==> src/rtl/alu_seq_mul.sv <==
// Parametrised add/subtract/multiply unit with a full 2*W-bit result.
// Add, subtract and the reserved opcode finish in one edge; multiply is a W-step shift-add.
module alu_seq_mul #(
    parameter int W  = 6,
    parameter int CW = 4
) (
    input  logic           clk,
    input  logic           rst_n,
    input  logic           start,
    input  logic [W-1:0]   a,
    input  logic [W-1:0]   b,
    input  logic [1:0]     sl,
    output logic           busy,
    output logic           done,
    output logic [2*W-1:0] c,
    output logic           borrow,
    output logic           err
);

    localparam logic [0:0]    IDLE     = 1'b0;
    localparam logic [0:0]    MUL      = 1'b1;
    localparam logic [CW-1:0] LAST_CNT = CW'(W - 1);

    logic [0:0]     state_reg;
    logic [CW-1:0]  count_reg;
    logic [2*W-1:0] acc_reg;
    logic [2*W-1:0] mcand_reg;
    logic [W-1:0]   mplier_reg;
    logic [2*W-1:0] c_reg;
    logic           done_reg;
    logic           borrow_reg;
    logic           err_reg;

    logic [2*W-1:0] a_ext;
    logic [2*W-1:0] b_ext;
    logic [2*W-1:0] acc_next;

    assign a_ext = {{W{1'b0}}, a};
    assign b_ext = {{W{1'b0}}, b};

    // Accumulator value after the current iteration; also the product on the last one.
    always_comb begin
        acc_next = acc_reg;
        if (mplier_reg[0]) begin
            acc_next = acc_reg + mcand_reg;
        end
    end

    always_ff @(posedge clk) begin
        if (!rst_n) begin
            state_reg  <= IDLE;
            count_reg  <= '0;
            acc_reg    <= '0;
            mcand_reg  <= '0;
            mplier_reg <= '0;
            c_reg      <= '0;
            done_reg   <= 1'b0;
            borrow_reg <= 1'b0;
            err_reg    <= 1'b0;
        end else begin
            done_reg <= 1'b0;
            case (state_reg)
                IDLE: begin
                    if (start) begin
                        case (sl)
                            2'b00: begin
                                c_reg      <= a_ext + b_ext;
                                borrow_reg <= 1'b0;
                                err_reg    <= 1'b0;
                                done_reg   <= 1'b1;
                            end
                            2'b01: begin
                                // 2W-bit wraparound gives the sign-extended difference.
                                c_reg      <= a_ext - b_ext;
                                borrow_reg <= (a < b);
                                err_reg    <= 1'b0;
                                done_reg   <= 1'b1;
                            end
                            2'b10: begin
                                c_reg      <= '0;
                                borrow_reg <= 1'b0;
                                err_reg    <= 1'b1;
                                done_reg   <= 1'b1;
                            end
                            default: begin
                                state_reg  <= MUL;
                                acc_reg    <= '0;
                                count_reg  <= '0;
                                mcand_reg  <= a_ext;
                                mplier_reg <= b;
                            end
                        endcase
                    end
                end
                MUL: begin
                    acc_reg    <= acc_next;
                    mcand_reg  <= mcand_reg << 1;
                    mplier_reg <= mplier_reg >> 1;
                    count_reg  <= count_reg + 1'b1;
                    if (count_reg == LAST_CNT) begin
                        c_reg      <= acc_next;
                        done_reg   <= 1'b1;
                        borrow_reg <= 1'b0;
                        err_reg    <= 1'b0;
                        state_reg  <= IDLE;
                    end
                end
                default: state_reg <= IDLE;
            endcase
        end
    end

    assign busy   = (state_reg == MUL);
    assign done   = done_reg;
    assign c      = c_reg;
    assign borrow = borrow_reg;
    assign err    = err_reg;

endmodule
==> config.mk <==
export PLATFORM = sky130hd
export DESIGN_NAME = alu_seq_mul
export DESIGN_NICKNAME = d
export VERILOG_FILES = /design/src/rtl/alu_seq_mul.sv
export SDC_FILE = /design/constraint.sdc
export NUM_CORES = 1
export LEC_CHECK = 0
export CORE_MARGIN = 10
export CORE_UTILIZATION = 45
export CTS_CLUSTER_SIZE = 12
export DETAILED_ROUTE_END_ITERATION = 8
export PLACE_DENSITY = 0.76
export SYNTH_ARGS = -nofsm -noshare
export SYNTH_HDL_FRONTEND = slang
export SYNTH_SLANG_ARGS = --single-unit
==> constraint.sdc <==
create_clock -name clk -period 5.25 [get_ports clk]
set_input_delay 0.7875 -clock clk [delete_from_list [all_inputs] [get_ports clk]]
set_output_delay 0.7875 -clock clk [all_outputs]
set_load 0.02 [all_outputs]
==> impl_metrics.toml, run 1 <==
[layout]
multi_input_area_mm2 = 0.002090
finalNonFillerCells = 519
layout.nets = 472
ff_latch_area_mm2 = 0.001001
final_core_util_pct = 53.80
n_antenna_cell = 0
nFillCells = 662
syn2layout_area_growth_pct = 13.84
final_cell_area_mm2 = 0.003716
drive_above_1_share_pct = 3.783

[clocking]
cts_buffers = 5
cts_hold_buf = 0
cts_resized = 0
cts_tree = "yes"
path_clk_slew_ns = 0.09
postCtsSetupRepairBufs = 0
clock_sinks = 50
clockBufferDepth = 2
htreeDepth = 2
clockRootBuffer = "clkbuf_8"
insertion_delay_ns = 0.31

[yosys]
synth_top_area_share_pct = 30.66
netlist_instances = 402
ys_ff_latch = 50
synth.avg_cell_area_um2 = 8.120
ys.warnings.count = 0
synthDistinctLibCells = 50
netlist_area_mm2 = 0.003264
synth_top_cell_by_area = "dfxtp_1"
syn_nets = 451
seq_area_frac_synth_pct = 30.66
ys_top_cells_by_area = "dfxtp_1, ha_1, o21ai_0, nand2_1, and2_1"

[floorplanning]
die-area_mm2 = 0.01106
die_w_um = 105.2
num_io_pins = 33
rows = 30
die_height_um = 105.2
design.core.area_mm2 = 0.006907
start_util_pct = 47.26

[status]
status = "finished, final reports clean"

[route]
via_count = 2842
first_iter_violations = 121
firstDrtPassIters = 4
wl_met2_mm = 3.563
drcViolationCount = 0
wl_mm = 7.633
routedLengthMet1_mm = 3.588
vias_per_cell = 5.476
ant_nets = 0
top_layer = "met4"
routed-wl-met3_um = 386
wl_per_cell_um = 14.71

[global_route]
grt.total_usage_pct = 13.55
grt_pass1_wl_mm = 12.90
grt.overflow.total = 0
grt_pass1_vias = 2701
grt_max_degree = 58
antenna_found_initial = 0

[timing]
finalCritPeriodShare_pct = 52.22
max-slew-margin-rel_pct = 40.58
rsz0062_at_grt = "no"
slew_violations = 0
hold_viol = 0
setup_violations = 0
period_needed_ns = 2.741
fmax_mhz = 364.8
worstMarginPinSlew_ns = 0.8854
fin_tns_setup_ns = 0
skew_ns = 0.008322

[place]
dpl_cell_area_mm2 = 0.003640
dp_cells = 512
hpwl_mm = 5.794
io_buffers = 32
gp_congestion = 0.8519

[setup_path]
required_ns = 5.49
critPathKind = "in2reg"
end_kind = "register"
critPathArrivalTime_ns = 2.98
crit_path_max_fanout = 3
cp-start-kind = "input pin"
cp_cell_sequence = "clkdlybuf4s50_1 -> inv_1 -> ha_1 -> inv_1 -> fa_1 -> a21oi_1 -> o21bai_1 -> a31oi_1 -> a211o_1 -> o221ai_1 -> a21oi_1"
critPathSlowestCell = "clkdlybuf4s50_1"
max_stage_delay_ns = 0.45

[min_path]
hold_class = "reg2reg"

[pwr]
p_leak_uw = 0.001502
ir_worst_vdd_uv = 107.8
p_per_area_mw_per_mm2 = 209.8

[job]
maxCapViolations = 0
==> synthesized netlist by cell type, drive strengths merged <==
cell and count:
and2 22, a32oi 1, a211oi 5, o21ai 41, nor2b 7, nand3 10, clkbuf 15, a21o 4
a21boi 10, inv 25, buf 5, and3 2, a22oi 2, a31oi 10, o21a 5, o31ai 3
or3 1, o221ai 1, nor3 3, dfxtp 50, xnor2 9, a211o 2, mux2 2, fa 3
xor2 5, nor2 15, o211ai 6, nand2 52, o21bai 3, ha 29, nor3b 2, a31o 1
a311oi 3, mux2i 13, o21ba 1, and4b 2, nand2b 1, a221oi 2, a21oi 21, nand4b 2
nand4 4, nand3b 2
==> logic make-up (layout without fill, tap and decap cells) <==
| kind of cell | Yosys count | in the layout | synth area share, % |
|---|---|---|---|
| flops | 50 | 50 | 30.66 |
| simple gates | 125 | 125 | 18.97 |
| xor+xnor | 14 | 14 | 3.756 |
| fa+ha+maj | 32 | 32 | 12.96 |
| compound gates | 121 | 121 | 23.65 |
| mux | 15 | 15 | 4.676 |
| buf+inv | 45 | 66 | 5.328 |
==> metal layers <==
layer  vias to the layer above  GRT usage, %
met1                      1313         17.26
li1                       1455             -
met2                        62         22.55
met3                        12         2.334
met5                         -             0
met4                         0         4.412
==> report_power, final <==
part | total [uW] | switching [uW] | internal, uW
Clock | 219 | 127 | 92.2
Combinational | 160 | 89.0 | 70.8
Sequential | 401 | 8.85 | 392
Total | 780 | 225 | 555
==> path summary, 6_finish.rpt <==
check | slack (ns) | end | start | cells past startpoint
setup reg to reg | 2.77 | c[10] | busy | 6
hold / removal | 0.48 | c[0] | c[0] | 2
setup / recovery | 2.51 | c[9] | a[0] | 11
hold reg to reg | 0.48 | c[0] | c[0] | 2
==> final cells by class <==
class                      instances  area share, %
clock buffer                       7          2.054
inverter                          25          2.525
multi-input combinational        307          56.23
sequential                        50          26.94
tap                               96          3.232
timing repair buffer              34          9.024
==> placed cells by master, fill, tap and decap left out, types with 2 or more instances in the layout <==
cell              n
and2_1           22
o21bai_1          2
buf_4             2
xnor2_1           9
mux2i_1          13
nor3_1            3
o21a_1            5
ha_1             29
nor2_1           14
nor2b_1           7
o211ai_1          6
inv_1            25
dfxtp_1          50
a21o_1            4
o21ai_1           2
and4b_1           2
nor3b_1           2
nand4_1           4
xor2_1            5
clkdlybuf4s50_1  32
a21boi_0          9
mux2_2            2
a22oi_1           2
a21oi_1          21
clkbuf_8          5
a31oi_1          10
o31ai_1           3
nand3_1          10
a211o_1           2
o21ai_0          39
a211oi_1          5
clkbuf_1          2
a311oi_1          2
nand4b_1          2
fa_1              3
nand3b_1          2
nand2_1          52
==> worst max-delay path, delay by kind of cell <==
kind	cells	cell delay (ns)
adder cells (fa/ha/maj)	2	0.55
AO/OA/AOI/OAI	6	1.06
buffers and inverters	3	0.58
==> stage by stage <==
step                total power, uW  setup slack [ns]  hold WS (ns)
floorplan                     511.6             2.966        0.4347
CTS                           781.0             2.527        0.4813
global placement              567.8             2.242        0.4541
global route                  813.4             2.328        0.5209
detailed placement            569.6             2.215        0.4706
finish                        779.8             2.509        0.4812
No activity file was read; power rests on OpenSTA's default activity.
==> inputs of run 2 (changes only) <==
==> constraint.sdc (replaced) <==
create_clock -name clk -period 2.8 [get_ports clk]
set_input_delay 0.42 -clock clk [delete_from_list [all_inputs] [get_ports clk]]
set_output_delay 0.42 -clock clk [all_outputs]
set_load 0.02 [all_outputs]
==> impl_metrics.toml, run 2 (synthesized netlist as in run 1, its figures left out) <==
[status]
status = "finished, final reports clean"

[timing]
fmax_mhz = 417.1
hold_viol = 0
finalCritPeriodShare_pct = 85.63
hold_ws_ns = 0.4644
max-slew-margin-rel_pct = 50.57
period_needed_ns = 2.398
rsz0062_at_grt = "no"
skew_ns = 0.005808
worstMarginPinSlew_ns = 0.7365
fin_tns_setup_ns = 0
slew_violations = 0
setup_violations = 0

[setup_path]
cp_cell_sequence = "ha_1 -> fa_1 -> a21o_1 -> a221oi_2 -> nor2_2 -> a311oi_2 -> xor2_1 -> o31ai_1"
end_kind = "register"
critPathKind = "reg2reg"
r2r_setup_slack_ns = 0.40
max_stage_delay_ns = 0.43
critPathArrivalTime_ns = 2.60
worst-path-stages = 8
critPathBufInv = 0
reg2reg_depth = 8
crit_path_max_fanout = 4
cp-start-kind = "register"
required_ns = 3.01
critPathSlowestCell = "a221oi_2"
cpLargestDelayFamily = "compound AO/OA/AOI/OAI gates"

[floorplanning]
design.core.area_mm2 = 0.006907
die-area_mm2 = 0.01106
start_util_pct = 47.26
die_w_um = 105.2
num_io_pins = 33
die_height_um = 105.2
rows = 30

[clocking]
htreeDepth = 2
path_clk_slew_ns = 0.10
cts_tree = "yes"
cts_buffers = 5
postCtsSetupRepairBufs = 0
clockRootBuffer = "clkbuf_8"
insertion_delay_ns = 0.31
cts_hold_buf = 0
clockBufferDepth = 2
clock_sinks = 50
cts_resized = 0

[global_route]
grt_pass1_wl_mm = 13.22
grt_max_degree = 47
antenna_found_initial = 0
grt.total_usage_pct = 14.00
grt.overflow.total = 0
grt_pass1_vias = 2762

[place]
io_buffers = 32
hpwl_mm = 5.966
gp_congestion = 0.8878

[route]
via_count = 2847
vias_per_cell = 5.413
drcViolationCount = 0
wl_per_cell_um = 14.85
first_iter_violations = 177
ant_nets = 0
wl_mm = 7.811
firstDrtPassIters = 4

[layout]
n_antenna_cell = 0
layout_commonest_cell = "nand2_1"
layout.nets = 478
final_core_util_pct = 54.66
nFillCells = 665
syn2layout_area_growth_pct = 15.64
drive_above_1_share_pct = 5.814
final_cell_mix = "nand2_1, dfxtp_1, o21ai_0"

[pwr]
p_leak_uw = 0.001536
ir_worst_vdd_uv = 166.0
p_per_area_mw_per_mm2 = 397.0

[min_path]
holdPathStages = 2
hold_class = "reg2reg"

[job]
maxCapViolations = 0
[run 2: metrics by stage]
stage / area [um^2] / instances / setup slack (ns) / power (uW)
global route: 3775 / 526 / 0.2830 / 1569
CTS: 3775 / 526 / 0.4224 / 1513
global placement: 3685 / 518 / 0.2294 / 1072
floorplan: 3264 / 402 / 0.6634 / 959.2
detailed placement: 3685 / 518 / 0.1256 / 1076
finish: 3775 / 526 / 0.4024 / 1498
[run 2: worst min-delay path, stage by stage (launching register included)]
cell	delay [ns]
dfxtp_1	0.32
nand2_1	0.05
a21oi_1	0.05
[run 2: routing by layer]
layer	wire length [um]	part of all wire (%)	global-route usage [%]
met1	3695	47	17.68
met2	3626	46	22.95
met3	382	4.9	3.071
met4	107	1.4	4.706
met5	0	0	0
[run 2: final timing paths]
path                                    start            end
worst max-delay path             mcand_reg[0]          c[10]
worst min-delay path            mplier_reg[5]  mplier_reg[5]
worst max register to register   mcand_reg[0]          c[10]
worst min register to register  mplier_reg[5]  mplier_reg[5]
[run 2: report_power, final]
| part | internal [uW] | switching, uW |
|---|---|---|
| combinational | 138 | 170 |
| clock | 176 | 262 |
| sequential | 735 | 16.8 |
| total | 1050 | 449 |
[run 2: final cells by class]
type / instances / area [um^2] / share of cell area, %
multi-input combinational: 307 / 2090 / 55.35
sequential: 50 / 1001 / 26.52
timing repair buffer: 40 / 380.4 / 10.08
tap: 96 / 120.1 / 3.182
inverter: 25 / 93.84 / 2.486
clock buffer: 5 / 68.82 / 1.823
clock inverter: 3 / 21.27 / 0.5635
